File: src/rtl/sram_dp_pkg.sv
// Shared widths, payload types and conflict helper for the dual-port SRAM requester.
package sram_dp_pkg;

  localparam int unsigned ADDR_W = 5;
  localparam int unsigned DATA_W = 32;
  localparam int unsigned DEPTH  = 32;

  typedef struct packed {
    logic              we;
    logic [ADDR_W-1:0] addr;
    logic [DATA_W-1:0] wdata;
  } req_t;

  typedef struct packed {
    logic [DATA_W-1:0] rdata;
  } rsp_t;

  // Two eligible requests to the same word collide unless both are reads.
  function automatic logic is_conflict(input logic elig1, input logic elig2,
                                       input logic we1, input logic we2,
                                       input logic same_addr);
    return elig1 && elig2 && same_addr && (we1 || we2);
  endfunction

endpackage

File: src/rtl/sram_dp_port.sv
// One requester port: fire/pin drive, response-valid register and hold.
// SRAM_DP_FWD_EN adds a write-data forwarding register on the read-response path.
module sram_dp_port #(
  parameter int unsigned ADDR_W = sram_dp_pkg::ADDR_W,
  parameter int unsigned DATA_W = sram_dp_pkg::DATA_W
) (
  input  logic              clock,
  input  logic              reset,
  input  logic              req_valid,
  output logic              req_ready_c,
  input  logic              req_we,
  input  logic [ADDR_W-1:0] req_addr,
  input  logic [DATA_W-1:0] req_wdata,
  input  logic              arb_block,
`ifdef SRAM_DP_FWD_EN
  input  logic              fwd_hit,
  input  logic [DATA_W-1:0] fwd_wdata,
`endif
  output logic              hold_c,
  output logic              rsp_valid_c,
  input  logic              rsp_ready,
  output logic [DATA_W-1:0] rsp_rdata_c,
  output logic              csb_c,
  output logic              web_c,
  output logic              oeb_c,
  output logic [ADDR_W-1:0] a_c,
  output logic [DATA_W-1:0] i_c,
  input  logic [DATA_W-1:0] o_data
);

  logic rsp_valid_q, rsp_valid_d;
  logic fire;

  // Response is masked during reset so a pending read never surfaces.
  always_comb begin
    rsp_valid_c = rsp_valid_q && !reset;
    hold_c      = rsp_valid_c && !rsp_ready;
    req_ready_c = !reset && !hold_c && !arb_block;
    fire        = req_valid && req_ready_c;
    csb_c       = 1'b1;
    web_c       = 1'b1;
    oeb_c       = 1'b1;
    a_c         = '0;
    i_c         = '0;
    rsp_valid_d = rsp_valid_q;
    if (fire) begin
      csb_c = 1'b0;
      web_c = ~req_we;
      oeb_c = req_we;
      a_c   = req_addr;
      i_c   = req_wdata;
    end
    if (rsp_valid_c && rsp_ready) rsp_valid_d = 1'b0;
    if (fire && !req_we)          rsp_valid_d = 1'b1;
  end

  always_ff @(posedge clock) begin
    if (reset) rsp_valid_q <= 1'b0;
    else       rsp_valid_q <= rsp_valid_d;
  end

`ifdef SRAM_DP_FWD_EN
  logic              fwd_sel_q, fwd_sel_d;
  logic [DATA_W-1:0] fwd_data_q, fwd_data_d;

  // Latch the colliding write data alongside each accepted read.
  always_comb begin
    fwd_sel_d  = fwd_sel_q;
    fwd_data_d = fwd_data_q;
    if (fire && !req_we) begin
      fwd_sel_d  = fwd_hit;
      fwd_data_d = fwd_wdata;
    end
    rsp_rdata_c = fwd_sel_q ? fwd_data_q : o_data;
  end

  always_ff @(posedge clock) begin
    if (reset) begin
      fwd_sel_q  <= 1'b0;
      fwd_data_q <= '0;
    end else begin
      fwd_sel_q  <= fwd_sel_d;
      fwd_data_q <= fwd_data_d;
    end
  end
`else
  assign rsp_rdata_c = o_data;
`endif

endmodule

File: src/rtl/sram_dp_requester.sv
// Dual-port SRAM requester: two valid/ready ports with same-address conflict arbitration.
// Build option SRAM_DP_FWD_EN forwards write data to a colliding read instead of stalling.
module sram_dp_requester #(
  parameter int unsigned ADDR_W = sram_dp_pkg::ADDR_W,
  parameter int unsigned DATA_W = sram_dp_pkg::DATA_W
) (
  input  logic              clock,
  input  logic              reset,
  input  logic              req1_valid,
  output logic              req1_ready,
  input  logic              req1_we,
  input  logic [ADDR_W-1:0] req1_addr,
  input  logic [DATA_W-1:0] req1_wdata,
  input  logic              req2_valid,
  output logic              req2_ready,
  input  logic              req2_we,
  input  logic [ADDR_W-1:0] req2_addr,
  input  logic [DATA_W-1:0] req2_wdata,
  output logic              rsp1_valid,
  input  logic              rsp1_ready,
  output logic [DATA_W-1:0] rsp1_rdata,
  output logic              rsp2_valid,
  input  logic              rsp2_ready,
  output logic [DATA_W-1:0] rsp2_rdata,
  output logic              CSB1,
  output logic              WEB1,
  output logic              OEB1,
  output logic [ADDR_W-1:0] A1,
  output logic [DATA_W-1:0] I1,
  input  logic [DATA_W-1:0] O1,
  output logic              CSB2,
  output logic              WEB2,
  output logic              OEB2,
  output logic [ADDR_W-1:0] A2,
  output logic [DATA_W-1:0] I2,
  input  logic [DATA_W-1:0] O2
);
  import sram_dp_pkg::*;

  logic prio_q, prio_d;
  logic hold1, hold2;
  logic conflict, arb, block1, block2;
`ifdef SRAM_DP_FWD_EN
  logic fwd_hit1, fwd_hit2;
`endif

  // A port stalled on its own response is excluded before arbitration.
  always_comb begin
    conflict = is_conflict(req1_valid && !hold1, req2_valid && !hold2,
                           req1_we, req2_we, req1_addr == req2_addr);
`ifdef SRAM_DP_FWD_EN
    arb      = conflict && req1_we && req2_we;
    fwd_hit1 = conflict && !req1_we;
    fwd_hit2 = conflict && !req2_we;
`else
    arb      = conflict;
`endif
    block1 = arb && prio_q;
    block2 = arb && !prio_q;
    prio_d = prio_q ^ arb;
  end

  always_ff @(posedge clock) begin
    if (reset) prio_q <= 1'b0;
    else       prio_q <= prio_d;
  end

  sram_dp_port #(.ADDR_W(ADDR_W), .DATA_W(DATA_W)) u_port1 (
    .clock       (clock),
    .reset       (reset),
    .req_valid   (req1_valid),
    .req_ready_c (req1_ready),
    .req_we      (req1_we),
    .req_addr    (req1_addr),
    .req_wdata   (req1_wdata),
    .arb_block   (block1),
`ifdef SRAM_DP_FWD_EN
    .fwd_hit     (fwd_hit1),
    .fwd_wdata   (req2_wdata),
`endif
    .hold_c      (hold1),
    .rsp_valid_c (rsp1_valid),
    .rsp_ready   (rsp1_ready),
    .rsp_rdata_c (rsp1_rdata),
    .csb_c       (CSB1),
    .web_c       (WEB1),
    .oeb_c       (OEB1),
    .a_c         (A1),
    .i_c         (I1),
    .o_data      (O1)
  );

  sram_dp_port #(.ADDR_W(ADDR_W), .DATA_W(DATA_W)) u_port2 (
    .clock       (clock),
    .reset       (reset),
    .req_valid   (req2_valid),
    .req_ready_c (req2_ready),
    .req_we      (req2_we),
    .req_addr    (req2_addr),
    .req_wdata   (req2_wdata),
    .arb_block   (block2),
`ifdef SRAM_DP_FWD_EN
    .fwd_hit     (fwd_hit2),
    .fwd_wdata   (req1_wdata),
`endif
    .hold_c      (hold2),
    .rsp_valid_c (rsp2_valid),
    .rsp_ready   (rsp2_ready),
    .rsp_rdata_c (rsp2_rdata),
    .csb_c       (CSB2),
    .web_c       (WEB2),
    .oeb_c       (OEB2),
    .a_c         (A2),
    .i_c         (I2),
    .o_data      (O2)
  );

endmodule

File: config.mk
export PLATFORM = sky130hd
export DESIGN_NAME = sram_dp_requester
export DESIGN_NICKNAME = d
export VERILOG_FILES = /design/src/rtl/sram_dp_pkg.sv /design/src/rtl/sram_dp_port.sv /design/src/rtl/sram_dp_requester.sv
export SDC_FILE = /design/constraint.sdc
export NUM_CORES = 1
export LEC_CHECK = 0
export CORE_AREA = 4 4 112 114
export CTS_CLUSTER_DIAMETER = 100
export DETAILED_ROUTE_END_ITERATION = 8
export DIE_AREA = 0 0 116 118
export SLEW_MARGIN = 15
export SYNTH_ARGS = -nofsm -noshare
export SYNTH_HDL_FRONTEND = slang
export SYNTH_SLANG_ARGS = --single-unit
File: constraint.sdc
create_clock -name clock -period 1.6 [get_ports clock]
set_clock_uncertainty 0.1 [all_clocks]
set_input_delay 0.16 -clock clock [delete_from_list [all_inputs] [get_ports clock]]
set_output_delay 0.16 -clock clock [all_outputs]
set_load 0.005 [all_outputs]
==> metrics <==
worst setup path class input port to primary output; Die Span X around 120 µm; RSZ-0062 raised after global routing yes; first-pass GRT wire length 11,170 µm; # IOs between 200 and 300; Antenna Nets Post-Route 0; PD cells 357.9 nW/µm²; Tcrit/Tclk final 150.9%; Reg-to-Reg End u_port2.rsp_valid_q; hold_sp O1[23]; Startpoint Class input port; WL/cell 16.77 µm; Power Total 1.343 mW; Yosys warning total 0; Area growth, synth to finish 177.0%; cts hold-fix bufs 0; Leak Pwr around 1.8 nW; worst skew pair latency 220 ps; largest net degree at the start of global routing 11; number of global-route vias before repair ~1.8k; CTS H-tree lvls 1; Root Buffer clkbuf_16; Yosys reg bits 3; Avg Cell Area, Syn approximately 7.4 µm²; drt first-iter violations 31; Final nets roughly 500; cell area after synthesis 1355 µm²; Hold Path Class input port to primary output; Slew HR a little under nine tenths; CP arrival 2150 ps; Synth cell types 19; fmax 414.2 MHz; Pre-Repair DR Iteration Count 4; Peak VDD IR about 0.00025 V; # port buffers around 170; critical path required time roughly 1300 ps; DRC Markers 0; Post-Syn Nets 330; max_cap viols 0; Cells after Synth around 180; Post-DP HPWL 5107 µm; Tightest Pin Transition roughly 220 ps; GP Congestion around 0.76; vias per cell about 3.7; Final setup violation count 84; number of CTS-inserted buffers 3; post-synthesis sequential area ratio roughly 4.4%; CTS Sinks 3; CTS max path bufs 2; Die Span Y roughly 120 µm; R2R depth 12; Site Rows 39; CTS tree done; ys flop type dfxtp_1; endpoints failing hold 0; setup ws final -814.6 ps; Final Critical Period 2415 ps; DIE AREA around 14,000 µm²; antenna violations before repair 1; Total Wirelength ~8400 µm; outcome complete, but fails checks; total track usage a little over a tenth; global route overflow 0; violated checks setup timing; number of synthesized flops with an enable pin 0; fraction of registers with async set/reset 0%; Core Util, Final roughly a third; Core Region roughly 11,000 µm²; share of layout cells above drive strength 1 72.88%; starting density of the core between 10% and 20%; RR Startpoint u_port1.rsp_valid_q; Worst Hold Endpoint rsp1_rdata[23]; CP max FO 7; r2r setup slk -280 ps; worst hold path cell count 0; Slew Limit Fails 0; Vias ~1.8k; CP endpoint kind primary output
[cell usage in the layout, fill, tap and decap left out]
| master | synthesis | layout |
|---|---|---|
| xnor2_1 | 5 | 1 |
| buf_2 | 0 | 8 |
| nor2_4 | 0 | 2 |
| nand4_1 | 1 | 1 |
| clkdlybuf4s15_2 | 0 | 7 |
| clkbuf_2 | 0 | 9 |
| o2bb2ai_2 | 2 | 1 |
| clkbuf_1 | 0 | 1 |
| clkbuf_16 | 0 | 3 |
| buf_8 | 0 | 1 |
| dfxtp_2 | 0 | 2 |
| dlygate4sd2_1 | 0 | 10 |
| and2_2 | 18 | 4 |
| nand2b_4 | 0 | 2 |
| dfxtp_1 | 3 | 1 |
| clkdlybuf4s50_1 | 0 | 64 |
| inv_1 | 3 | 3 |
| nor2_1 | 3 | 1 |
| o2bb2ai_4 | 0 | 1 |
| and2_1 | 58 | 12 |
| buf_4 | 64 | 16 |
| and2_4 | 0 | 60 |
| and2b_2 | 2 | 2 |
| nor3_2 | 0 | 1 |
| inv_4 | 0 | 2 |
| ha_2 | 0 | 2 |
| and3_4 | 2 | 15 |
| nand2_4 | 0 | 2 |
| xnor2_2 | 0 | 4 |
| buf_12 | 0 | 3 |
| nand2b_1 | 4 | 2 |
| buf_6 | 8 | 109 |
| diode_2 | 0 | 1 |
| o2111ai_2 | 0 | 1 |
| a21oi_2 | 0 | 1 |
[worst max-delay path by stage]
stage | start | endpoint | slack (ps) | cells past startpoint
2_1_floorplan | u_port2.rsp_valid_q | A2[0] | -0.8 | 8
3_3_place_gp | req1_addr[2] | A1[2] | -1140 | 9
3_5_place_dp | req1_addr[2] | A1[2] | -1190 | 9
4_1_cts | u_port2.rsp_valid_q | I1[1] | -850 | 9
5_1_grt | req2_addr[1] | A1[3] | -880 | 14
6_report | req2_addr[1] | A1[3] | -810 | 14
[logic make-up (layout without fill, tap and decap cells)]
| group | Yosys count | count (layout) | share of synthesized area [%] |
|---|---|---|---|
| and+or+nand+nor | 91 | 104 | 43.77 |
| DFF | 3 | 3 | 4.432 |
| buffers and inverters | 77 | 236 | 43.49 |
| xor gates and xnor gates | 5 | 5 | 3.232 |
| AOI/OAI and AO/OA | 4 | 4 | 3.232 |
| other | 0 | 1 | 0 |
| adders and majority gates | 2 | 2 | 1.846 |
[timing repair]
action / 4_1_cts / 5_1_grt
buffers inserted: 25 / 33
gates cloned: 13 / 0
pin swaps: 30 / 59
gates resized for setup: 281 / 251
setup endpoints to repair: 87 / 84
endpoints found under the hold margin: 0 / 0
[per-stage QoR]
step           area [µm²]  std cells  TNS (ps)  hold slack [ps]  setup WS [ps]
6_report             3754        498    -47190            220.0         -814.6
5_1_grt              3751        497    -52280            220.0         -878.7
3_3_place_gp         2698        428    -90160            220.0          -1137
3_5_place_dp         2698        428    -93230            220.0          -1190
2_1_floorplan        1363        182    -6.797            126.7        -0.8497
4_1_cts              3158        470    -51860            220.0         -850.1
[metal layers]
metal  track usage (%)  vias up  wire, µm
met2             17.01       79      4263
met3             3.496       18       669
met5                 0        -         0
met1             13.17      866      3294
met4             2.611        0       124
li1                  -      858         -
[worst max-delay path, cell delays in order]
cell and delay (ps):
buf_2 120, xnor2_2 120, nand4_1 220, nor3_2 300
ha_2 250, nor2_4 50, buf_12 130, buf_6 100
and3_4 140, buf_6 110, buf_6 110, buf_6 100
and2_4 120, buf_6 100
[sequential cells by signal, indices dropped and copies added, names as in the netlist]
signal               count
prio_q                   1
u_port1.rsp_valid_q      1
u_port2.rsp_valid_q      1
[area by class of cell]
| cell class | instances | area (µm²) |
|---|---|---|
| tap | 143 | 178.9 |
| clock buffer | 4 | 78.83 |
| antenna | 1 | 2.502 |
| multi-input combinational | 115 | 1092 |
| timing repair buffer | 227 | 2315 |
| sequential | 3 | 62.56 |
| fill | 1174 | 7665 |
| inverter | 5 | 23.77 |
[report_power, final]
group | leakage [nW] | internal (mW) | total [mW] | switching, mW
Combinational | 1.70 | 0.596 | 0.863 | 0.267
Sequential | 0.0253 | 0.0794 | 0.0826 | 0.00323
Clock | 0.0382 | 0.329 | 0.398 | 0.0690
Total | 1.77 | 1.00 | 1.34 | 0.339
[cells in the mapped netlist (2+ instances only)]
library cell / number / area [µm²]
nand2_1: 2 / 7.510
and2b_2: 2 / 17.52
o2bb2ai_2: 2 / 30.03
nand2b_1: 4 / 25.02
and3_4: 2 / 22.52
xnor2_1: 5 / 43.79
inv_1: 3 / 11.26
dfxtp_1: 3 / 60.06
nor2_1: 3 / 11.26
ha_1: 2 / 25.02
and2_1: 58 / 362.9
and2_2: 18 / 135.1
buf_6: 8 / 90.09
inv_2: 2 / 7.510
buf_4: 64 / 480.5
No activity file was read; power rests on OpenSTA's default activity.
